==> src/rtl/riscv_wb_arbiter.sv <==
// riscv_wb_arbiter
// Writeback merge stage in front of the two-write-port register file.
// The ALU owns write port A and the LSU owns write port B. Multi-cycle
// results (div/FPU) wait in a small FIFO and drain into whichever port
// is idle, preferring port A. A per-register busy scoreboard tracks
// outstanding multi-cycle destinations and flags read hazards.

module riscv_wb_arbiter #(
    parameter int ADDR_WIDTH = 6,
    parameter int DATA_WIDTH = 32,
    parameter int FIFO_DEPTH = 2
) (
    input  logic                  clk,
    input  logic                  rst,

    input  logic                  alu_valid_i,
    input  logic [ADDR_WIDTH-1:0] alu_addr_i,
    input  logic [DATA_WIDTH-1:0] alu_data_i,

    input  logic                  lsu_valid_i,
    input  logic [ADDR_WIDTH-1:0] lsu_addr_i,
    input  logic [DATA_WIDTH-1:0] lsu_data_i,

    input  logic                  mc_valid_i,
    output logic                  mc_ready_o,
    input  logic [ADDR_WIDTH-1:0] mc_addr_i,
    input  logic [DATA_WIDTH-1:0] mc_data_i,

    input  logic                  iss_valid_i,
    input  logic [ADDR_WIDTH-1:0] iss_addr_i,

    input  logic [ADDR_WIDTH-1:0] raddr_a_i,
    input  logic [ADDR_WIDTH-1:0] raddr_b_i,
    input  logic [ADDR_WIDTH-1:0] raddr_c_i,
    output logic                  haz_a_o,
    output logic                  haz_b_o,
    output logic                  haz_c_o,

    output logic                  we_a_o,
    output logic [ADDR_WIDTH-1:0] waddr_a_o,
    output logic [DATA_WIDTH-1:0] wdata_a_o,

    output logic                  we_b_o,
    output logic [ADDR_WIDTH-1:0] waddr_b_o,
    output logic [DATA_WIDTH-1:0] wdata_b_o,

    output logic                  collision_o
);

    localparam int NUM_REGS  = 2 ** ADDR_WIDTH;
    localparam int PTR_WIDTH = $clog2(FIFO_DEPTH);
    localparam int CNT_WIDTH = PTR_WIDTH + 1;
    localparam logic [CNT_WIDTH-1:0] FULL_COUNT = CNT_WIDTH'(FIFO_DEPTH);
    localparam logic [ADDR_WIDTH-1:0] ZERO_ADDR = '0;

    // Multi-cycle result buffer
    logic [ADDR_WIDTH-1:0] fifo_addr [FIFO_DEPTH];
    logic [DATA_WIDTH-1:0] fifo_data [FIFO_DEPTH];
    logic [PTR_WIDTH-1:0]  wr_ptr;
    logic [PTR_WIDTH-1:0]  rd_ptr;
    logic [CNT_WIDTH-1:0]  count;
    logic [CNT_WIDTH-1:0]  count_next;
    logic                  ready_q;

    logic                  fifo_empty;
    logic [ADDR_WIDTH-1:0] head_addr;
    logic [DATA_WIDTH-1:0] head_data;
    logic                  push;
    logic                  pop;

    // Port arbitration
    logic                  collision;
    logic                  drain_a;
    logic                  drain_b;

    // Scoreboard
    logic [NUM_REGS-1:0]   busy;
    logic [NUM_REGS-1:0]   busy_next;

    // Ready is a registered copy of "not full"; it is forced low while in reset
    // so no producer hands off a result that the reset would then discard.
    assign mc_ready_o = ready_q & ~rst;

    assign fifo_empty = (count == '0);
    assign head_addr  = fifo_addr[rd_ptr];
    assign head_data  = fifo_data[rd_ptr];

    assign push = mc_valid_i & mc_ready_o;

    // A same-address ALU/LSU pair lets the load win; address zero never collides
    // because neither write would reach the register file anyway.
    assign collision = alu_valid_i & lsu_valid_i &
                       (alu_addr_i == lsu_addr_i) & (alu_addr_i != ZERO_ADDR);

    // Only one drain per cycle, and port A gets first claim on the head.
    assign drain_a = ~alu_valid_i & ~fifo_empty;
    assign drain_b = ~lsu_valid_i & ~fifo_empty & ~drain_a;
    assign pop     = (drain_a | drain_b) & ~rst;

    assign collision_o = collision & ~rst;

    // Write port A: ALU result if present, otherwise the FIFO head.
    always_comb begin
        we_a_o    = 1'b0;
        waddr_a_o = alu_addr_i;
        wdata_a_o = alu_data_i;
        if (alu_valid_i) begin
            we_a_o = ~rst & ~collision & (alu_addr_i != ZERO_ADDR);
        end else if (drain_a) begin
            waddr_a_o = head_addr;
            wdata_a_o = head_data;
            we_a_o    = ~rst & (head_addr != ZERO_ADDR);
        end
    end

    // Write port B: LSU result if present, otherwise the FIFO head when port A left it.
    always_comb begin
        we_b_o    = 1'b0;
        waddr_b_o = lsu_addr_i;
        wdata_b_o = lsu_data_i;
        if (lsu_valid_i) begin
            we_b_o = ~rst & (lsu_addr_i != ZERO_ADDR);
        end else if (drain_b) begin
            waddr_b_o = head_addr;
            wdata_b_o = head_data;
            we_b_o    = ~rst & (head_addr != ZERO_ADDR);
        end
    end

    // Next occupancy from this cycle's push/pop pair.
    always_comb begin
        count_next = count;
        case ({push, pop})
            2'b10:   count_next = count + CNT_WIDTH'(1);
            2'b01:   count_next = count - CNT_WIDTH'(1);
            default: count_next = count;
        endcase
    end

    // Payload storage; contents need no reset because count gates every read.
    always_ff @(posedge clk) begin
        if (push) begin
            fifo_addr[wr_ptr] <= mc_addr_i;
            fifo_data[wr_ptr] <= mc_data_i;
        end
    end

    // Pointers, occupancy and the registered ready flag.
    always_ff @(posedge clk) begin
        if (rst) begin
            wr_ptr  <= '0;
            rd_ptr  <= '0;
            count   <= '0;
            ready_q <= 1'b1;
        end else begin
            if (push) begin
                wr_ptr <= wr_ptr + PTR_WIDTH'(1);
            end
            if (pop) begin
                rd_ptr <= rd_ptr + PTR_WIDTH'(1);
            end
            count   <= count_next;
            ready_q <= (count_next != FULL_COUNT);
        end
    end

    // Drains clear their destination, then issues set theirs so a same-cycle
    // reissue of the same register keeps it busy; register zero stays clear.
    always_comb begin
        busy_next = busy;
        if (pop) begin
            busy_next[head_addr] = 1'b0;
        end
        if (iss_valid_i && (iss_addr_i != ZERO_ADDR)) begin
            busy_next[iss_addr_i] = 1'b1;
        end
        busy_next[0] = 1'b0;
    end

    // Scoreboard state.
    always_ff @(posedge clk) begin
        if (rst) begin
            busy <= '0;
        end else begin
            busy <= busy_next;
        end
    end

    // Hazard flags read the registered busy bits; register zero never stalls.
    always_comb begin
        haz_a_o = ~rst & busy[raddr_a_i] & (raddr_a_i != ZERO_ADDR);
        haz_b_o = ~rst & busy[raddr_b_i] & (raddr_b_i != ZERO_ADDR);
        haz_c_o = ~rst & busy[raddr_c_i] & (raddr_c_i != ZERO_ADDR);
    end

endmodule

==> config.mk <==
export PLATFORM = sky130hd
export DESIGN_NAME = riscv_wb_arbiter
export DESIGN_NICKNAME = d
export VERILOG_FILES = /design/src/rtl/riscv_wb_arbiter.sv
export SDC_FILE = /design/constraint.sdc
export NUM_CORES = 1
export LEC_CHECK = 0
export BUFFER_PORTS_ARGS = -buffer_cell sky130_fd_sc_hd__clkbuf_2
export CAP_MARGIN = 30
export CORE_MARGIN = 2
export CORE_UTILIZATION = 48
export CTS_CLUSTER_DIAMETER = 50
export DETAILED_ROUTE_END_ITERATION = 8
export PLACE_DENSITY_LB_ADDON = 0.12
export RECOVER_POWER = 100
export SLEW_MARGIN = 20
export SYNTH_ARGS = -nofsm -noshare
export SYNTH_HDL_FRONTEND = slang
export SYNTH_SLANG_ARGS = --single-unit
==> constraint.sdc <==
create_clock -name clk -period 2.9 [get_ports clk]
set_clock_uncertainty 0.15 [all_clocks]
set_input_delay 0.29 -clock clk [delete_from_list [all_inputs] [get_ports clk]]
set_output_delay 0.29 -clock clk [all_outputs]
set_load 0.02 [all_outputs]
* Yosys cells after proc, flatten, opt, wreduce, memory -nomap -nowiden
Memories as Yosys holds them, arrays and structs flattened. A register that Yosys moved wholly into a read port is not among the register bits.
Index checks and enable logic that the tools add are counted.
** Storage, ports and cells
- Register bits after elaboration :: 69
- Memory bits (writable) :: 76
- Input bits :: 144
- Output and inout port bits :: 83
- Word-level logic and storage cells :: 95
- Memories kept :: 2
** Memories
- fifo_data :: words 2, width 32, read ports 1, clocked after memory_dff 1, write ports 1, RTL line 58 : logic [DATA_WIDTH-1:0] fifo_data [FIFO_DEPTH];
- fifo_addr :: words 2, width 6, read ports 1, clocked after memory_dff 1, write ports 1, RTL line 57 : logic [ADDR_WIDTH-1:0] fifo_addr [FIFO_DEPTH];
** Operators by class
- Add/subtract/negate cells :: 4
- Magnitude comparators :: 7
- Equal/unequal tests :: 4
- Muxes and demuxes :: 31
- Bitwise operators :: 30
- Reductions and logical operators :: 11
** Operator list (number)
- 32-bit 2-to-1 mux :: 4
- 64-bit 2-to-1 mux :: 2
- 64-bit bitwise AND :: 1
- 64-bit inverter :: 1
- 64-bit bitwise OR :: 1
- 6-bit nonzero test :: 7
- 6-bit by 7-bit less-than comparator with 1-bit output, second input constant :: 5
- 6-bit 2-to-1 mux :: 4
- 1-bit bitwise AND :: 20
- 1-bit binary-select mux with 6-bit select :: 3
- 1-bit 2-to-1 mux :: 15
- 1-bit demux with 6-bit select :: 2
- 6-bit by 1-bit greater-or-equal comparator with 1-bit output, second input constant :: 2
- 6-bit == test :: 1
- 1-bit inverter :: 6
- 2-bit one-hot mux with 2 select lines :: 1
- 1-bit logical AND :: 3
- 1-bit adder, second input constant :: 2
- 2-bit by 1-bit adder with 2-bit output, second input constant :: 1
- 2-bit by 1-bit == test with 1-bit output, second input constant :: 1
- 2-bit == test, second input constant :: 1
- 2-bit logical NOT :: 1
- 2-bit inequality test, second input constant :: 1
- 2-bit by 1-bit subtractor with 2-bit output, second input constant :: 1
- 1-bit bitwise OR :: 1

* Logic depth before layout (Yosys ltp)
Gate-level depths: netlist of the first run.
- Depth in word-level cells :: 10
- Gate-level depth with buffers :: 7
- Mapped depth without buffers :: 7

* Worst setup path after synthesis of the first run
OpenSTA, ideal clock, no wires.
- Kind :: reg2reg
- From :: reg ready_q
- To :: mem fifo_addr[0][0] (enable)
- Library setup time :: 0.433 ns
- Arrival :: 2.484 ns
- Required time :: 2.317 ns
- Slack :: -0.167 ns
- Stages on the path, launching flop included :: 4
- Path buffers :: 0
- Period minus slack after synthesis :: 3.067 ns
- Cells stage by stage :: dfxtp_1 > nor2b_1 > nand2_1 > nor2_1
** On the way
- Cells in the longest elaborated chain, start to end :: 4
** RTL lines
- start: declaration :: RTL line 63 : logic ready_q;
- start signal: assignment :: RTL line 163 : ready_q <= (count_next != FULL_COUNT);
- 1-bit bitwise AND :: RTL line 82 : assign mc_ready_o = ready_q & ~rst;
- via mc_ready_o :: RTL line 25 : output logic mc_ready_o,
- 1-bit bitwise AND :: RTL line 88 : assign push = mc_valid_i & mc_ready_o;
- 1-bit 2-to-1 mux :: RTL line 142 : if (push) begin
- 1-bit 2-to-1 mux (not written as such) :: RTL line 143 : fifo_addr[wr_ptr] <= mc_addr_i;
- end: declaration :: RTL line 57
The timed path passes the listed nets, and every way through them passes these cells.

==> results_dict.tcl, run 1 <==
set metrics [dict create \
    status "finished, final reports clean" \
    tritoncts "done" \
    grt_max_degree 78 \
    place_inst 1210 \
    cp_num_buf_inv 3 \
    wire_per_inst_um 19.49 \
    arrival_ns 2.35 \
    place_congestion 0.8789 \
    track_usage_pct 28.55 \
    cp.required_ns 2.46 \
    cp_cell_sequence "clkbuf_2, mux2i_1, buf_4, nand3_1, o21ai_0, a21oi_1, clkbuf_2" \
    drt_iter0_markers 549 \
    setup_viol 0 \
    path_class "reg2out" \
    antenna_cells 0 \
    nets 1192 \
    ys_seq_elements 145 \
    synth_cell_types 52 \
    drc 0 \
    reg2regPathDepth 7 \
    antenna_found_initial 0 \
    ys_seq_area_share_pct 45.88 \
    die_area_sq_um 17680 \
    ys_warn_count 0 \
    synth_fp_nets 941 \
    min_path_type "in2reg" \
    clk_path_buf_depth 2 \
    power.static_leakage_nw 3.787 \
    synthFlopType "edfxtp_1" \
    path_max_fanout 10 \
    clock_power_share_pct 37.0 \
    combPwrFrac_pct 24.6 \
    tns_ns 0 \
    max_freq_mhz 358.7 \
    postSynthCellCount 796 \
    clk_latency_ns 0.42 \
    vias_per_cell 5.802 \
    r2r_setup_slack_ns 0.47 \
    htreeDepth 4 \
    critPathLaunchType "register" \
    grt_pass1_wl_um 38790 \
    path_delay_family "buffers and inverters" \
    slowest_stage "dfxtp_2" \
    p_sw_share_pct 31.01 \
    cts_buffers 17 \
    synth-edff-count 76 \
    placed_area_sq_um 9363 \
    fp.dieW_um 133.0 \
    finalWorstSetupSlack_ns 0.1119 \
    worst_pin_slew_ns 1.099 \
    vdd_ir_drop_max_mv 0.4464 \
    dp_hpwl_um 18290 \
    slew_headroom_pct 26.71 \
    routed_wl_um 24950 \
    dr.pass1.iters 5 \
    endpoint_kind "primary output" \
    holdWs_ns 0.1547 \
    core_sq_um 16410 \
    async_flop_share_pct 0 \
    slew_violations 0 \
    power_density_nw_per_um2 582.8 \
    syn_area_sq_um 7985 \
    overflow 0 \
    post-cts-setup-buffers 0 \
    clk_pin_slew_ns 0.06 \
    final_cell_count_no_fill 1280 \
    final-hold-violation-count 0 \
    n_fill_cell 1400 \
    cp_slowest_stage_delay_ns 0.45 \
    power.internal_mw 4.101 \
    ant_nets 0 \
    numPortBuffers 226 \
    num_vias 7426 \
    cts.sinks 145 \
    io_pins 227 \
    die_h_um 133.0 \
    start_util_pct 48.67 \
    drive_gt1_share_pct 23.40 \
    switching_power_mw 1.843 \
    cts_root_buf "clkbuf_16" \
    fin_area_sq_um 10200 \
    num_rows 47 \
    worst-path-stages 7 \
    period_share_pct 96.14 \
    rsz0062_at_grt "false" \
    area_growth_pct 27.72 \
    fin_crit_ns 2.788 \
    place_ws_ns 0.3721 \
    crit_path_frequent_cell "clkbuf_2" \
    min_path_cells 4 \
    seq_power_share_pct 38.5 \
    drv_cap 0 \
    first_global_vias 7137 \
    avgSynthCellArea_sq_um 10.03 \
    worstHoldStart "mc_valid_i" \
]
[Yosys cell counts (all sizes together), types with 2 or more instances]
cell | n | area, sq um
nor2 | 56 | 210.2
nand4 | 2 | 12.51
o31ai | 2 | 15.01
a221oi | 3 | 26.28
nand3b | 4 | 30.03
and3 | 2 | 12.51
mux4 | 42 | 960.9
mux2i | 62 | 620.6
and3b | 2 | 17.52
nor2b | 8 | 50.05
nand2 | 123 | 461.7
nor3 | 7 | 35.03
dfxtp | 69 | 1381
nand2b | 6 | 37.54
nor4 | 2 | 12.51
nand3 | 11 | 55.05
clkbuf | 26 | 98.84
o211ai | 2 | 15.01
inv | 2 | 7.510
buf | 30 | 150.2
a2111oi | 2 | 23.77
o21ai | 104 | 520.5
mux2 | 10 | 112.6
a21oi | 108 | 540.5
a211oi | 2 | 20.02
or4 | 3 | 22.52
xor2 | 5 | 43.79
xnor2 | 4 | 35.03
edfxtp | 76 | 2282
nor3b | 6 | 45.04
[metal layers]
metal,GRT usage (%),part of all wire [%]
met1,37.30,41
met2,45.60,48
met3,5.594,8.0
met4,14.22,3.5
met5,0,0
[path summary, 6_finish.rpt]
| path | endpoint |
|---|---|
| max reg2reg | busy[51] |
| max | we_b_o |
| min | wr_ptr |
| min reg2reg | busy[45] |
[metrics by stage]
| step | utilization, % | power [mW] |
|---|---|---|
| after floorplan | - | 3.247 |
| after global placement | 57.07 | 3.787 |
| after detailed placement | 57.07 | 3.795 |
| after CTS | 63.01 | 6.013 |
| after global routing | 62.16 | 6.179 |
| final | 62.16 | 5.944 |
[registers in the layout (all words and copies together) (netlist names), named ones only]
register   count
fifo_data     64
wr_ptr         1
ready_q        1
rd_ptr         1
count          2
busy          63
fifo_addr     12
[final cells by class]
| cell class | count | area, sq um | area share, % |
|---|---|---|---|
| flip-flops and latches | 145 | 3665 | 35.93 |
| multi-input cells | 593 | 4069 | 39.90 |
| clock buffers | 23 | 490.5 | 4.809 |
| inverters | 2 | 7.507 | 0.07361 |
| clock inverters | 9 | 103.9 | 1.018 |
| well taps | 220 | 275.3 | 2.699 |
| repair buffers | 288 | 1588 | 15.57 |
[layout by cell type (no fill, tap or decap), types with 3 or more instances in the layout]
cell type        n
nand2b_1         6
xnor2_1          4
dfxtp_1         68
nor2_1          55
nor2b_1          8
nand3_1         11
xor2_1           5
clkbuf_16       18
nand3b_1         4
clkinv_2         3
a221oi_1         3
nor3_1           7
clkbuf_2       146
nand2_1        123
edfxtp_1        76
or4_1            3
buf_4           19
mux4_2          38
a21oi_1        108
o21ai_0        103
dlygate4sd3_1   38
mux4_1           4
mux2_2          10
clkbuf_1        87
mux2i_1         62
nor3b_1          6
[tightest hold or removal path, cell delays in order]
cell	delay [ns]
clkbuf_2	0.08
nand2_1	0.15
xor2_1	0.08
nor2_1	0.08
[power groups by stage]
stage / Sequential [mW] / Clock, mW / Combinational, mW
after global placement: 2.33 / 0 / 1.46
after floorplan: 2.31 / 0 / 0.937
after CTS: 2.28 / 2.21 / 1.51
final: 2.29 / 2.20 / 1.46
after global routing: 2.30 / 2.30 / 1.58
after detailed placement: 2.33 / 0 / 1.47
[repair_timing]
| action | in CTS | in global routing |
|---|---|---|
| gates resized for setup | 0 | 0 |
| hold endpoints to repair | 76 | 0 |
| hold buffers | 38 | 0 |
[kinds of logic (layout without fill, tap and decap cells)]
logic type / Yosys count / in the layout / synth area share, %
AND/OR/NAND/NOR: 237 / 237 / 13.07
buffers and inverters: 58 / 322 / 3.212
XOR/XNOR: 9 / 9 / 0.9871
multiplexers: 114 / 114 / 21.22
flip-flops: 145 / 145 / 45.88
adder cells (fa/ha/maj): 1 / 1 / 0.1567
AO/OA/AOI/OAI: 232 / 232 / 15.48
Power figures use the tool's default switching activity.
==> run 2, diff against run 1 <==
--- a/config.mk
+++ b/config.mk
@@ -13,6 +13,7 @@
 export DETAILED_ROUTE_END_ITERATION = 8
 export PLACE_DENSITY_LB_ADDON = 0.12
 export RECOVER_POWER = 100
+export REMOVE_ABC_BUFFERS = 1
 export SLEW_MARGIN = 20
 export SYNTH_ARGS = -nofsm -noshare
 export SYNTH_HDL_FRONTEND = slang
==> run 2 against run 1 <==
Compared with the run above:
- utilization fell by 0.069 points
- via count rose by 0.12%
- die area did not move
- sequential power barely moved
- largest cell class unchanged
- highest routed layer unchanged
==> results_dict.tcl, run 2 (synthesized netlist as in run 1, its figures left out) <==
set metrics [dict create \
    path_max_fanout 4 \
    nets 1193 \
    final-hold-violation-count 0 \
    endpoint_kind "primary output" \
    largest_register_ffs 64 \
    place_inst 1211 \
    area_growth_pct 27.58 \
    status "finished, final reports clean" \
    start_util_pct 48.67 \
    fp.dieW_um 133.0 \
    crit_end "haz_c_o" \
    final_cell_count_no_fill 1281 \
    layout_common_cells "131 x clkbuf_2, 123 x nand2_1, 108 x a21oi_1, 105 x clkbuf_1, 103 x o21ai_0" \
    antenna_cells 0 \
    routed_wl_um 23530 \
    ant_nets 0 \
    min_path_type "in2reg" \
    cts.sinks 145 \
    path_class "reg2out" \
    die_h_um 133.0 \
    cp_cell_sequence "mux4_1, mux4_2, o21ai_1, a21oi_1, nand3b_1, clkbuf_2" \
    vias_per_cell 5.804 \
    core_sq_um 16410 \
    power_density_nw_per_um2 580.1 \
    worst-path-stages 6 \
    path_delay_family "multiplexers" \
    num_rows 47 \
    critPathLaunchType "register" \
    holdWs_ns 0.1530 \
    place_ws_ns 0.3762 \
    drv_cap 0 \
    final_common_cell "clkbuf_2" \
    rsz0062_at_grt "false" \
    post-cts-setup-buffers 0 \
    dp_hpwl_um 17410 \
    arrival_ns 2.31 \
    cp.required_ns 2.46 \
    startpoint "busy[34]" \
    tritoncts "done" \
    reg2regPathDepth 5 \
    power.static_leakage_nw 3.731 \
    min_path_cells 4 \
    drc 0 \
    period_share_pct 94.73 \
    fin_crit_ns 2.747 \
    cts_root_buf "clkbuf_16" \
    slowest_stage "mux4_1" \
    slew_headroom_pct 29.29 \
    largest_registers "fifo_data (64), busy (63), fifo_addr (12)" \
    die_area_sq_um 17680 \
    clk_path_buf_depth 2 \
    clk_pin_slew_ns 0.06 \
    grt_max_degree 78 \
    worst_pin_slew_ns 1.061 \
    vdd_ir_drop_max_mv 0.4303 \
    wire_per_inst_um 18.37 \
    cts_resized 0 \
    first_global_vias 7072 \
    io_pins 227 \
    grt_pass1_wl_um 36960 \
    regMostFlops "fifo_data" \
    slew_violations 0 \
    drive_gt1_share_pct 21.49 \
    antenna_found_initial 0 \
    cp_num_buf_inv 1 \
    tns_ns 0 \
    cp_slowest_stage_delay_ns 0.54 \
    track_usage_pct 26.92 \
    r2r_setup_slack_ns 0.50 \
    clk_latency_ns 0.42 \
    numPortBuffers 226 \
    htreeDepth 4 \
    num_vias 7435 \
    dr.pass1.iters 5 \
    cts_buffers 17 \
    place_congestion 0.9256 \
    hold_buffers 38 \
    reg2reg_to "busy[10]" \
    finalWorstSetupSlack_ns 0.1529 \
    drt_iter0_markers 561 \
    p_total_mw 5.910 \
    max_freq_mhz 364.0 \
    overflow 0 \
    setup_viol 0 \
]
==> run 2: changes by cell type in the layout (fill, tap and decap cells not counted), sizes merged <==
cell,previous run,this run
bufinv,2,3
clkinvlp,1,3
buf,20,18
==> run 2: worst min-delay path by stage <==
stage	from	to	slack, ns
6_report	mc_valid_i	wr_ptr	0.15
5_1_grt	rst	count[0]	0.18
4_1_cts	mc_valid_i	wr_ptr	0.15
3_5_place_dp	mc_data_i[0]	fifo_data[0][0]	0.33
3_3_place_gp	mc_data_i[9]	fifo_data[0][9]	0.33
2_1_floorplan	rst	busy[10]	0.21
==> run 2: stage by stage <==
stage	instance area [sq um]	utilization [%]
4_1_cts	10360	63.13
3_3_place_gp	9383	57.19
2_1_floorplan	7736	-
3_5_place_dp	9383	57.19
5_1_grt	10190	62.09
6_report	10190	62.09
==> run 2: power breakdown <==
| group | switching (mW) | total [mW] | internal, mW |
|---|---|---|---|
| sequential | 0.0416 | 2.28 | 2.24 |
| clock | 0.843 | 2.20 | 1.36 |
| combinational | 0.939 | 1.43 | 0.487 |
==> run 2: worst register-to-register path, stage by stage, from the launching register on <==
cell and delay, ns:
dfxtp_1 0.55, clkbuf_2 0.52, mux2_1 0.47, nand3_1 0.32, o21ai_0 0.13, a21oi_1 0.18
==> run 2: cell type report <==
type / instances / area (sq um)
multi-input cells: 593 / 4068
clock buffers: 20 / 436.7
well taps: 220 / 275.3
repair buffers: 289 / 1579
fillers: 1434 / 6220
clock inverters: 12 / 157.7
inverters: 2 / 7.507
flip-flops and latches: 145 / 3664
==> run 2: routing by layer <==
metal,GRT usage [%],routed length [um],vias to the layer above
met1,35.36,9709,3572
met4,11.53,738,0
met3,4.368,1593,57
met2,44.36,11490,343
li1,-,-,3463
met5,0,0,-
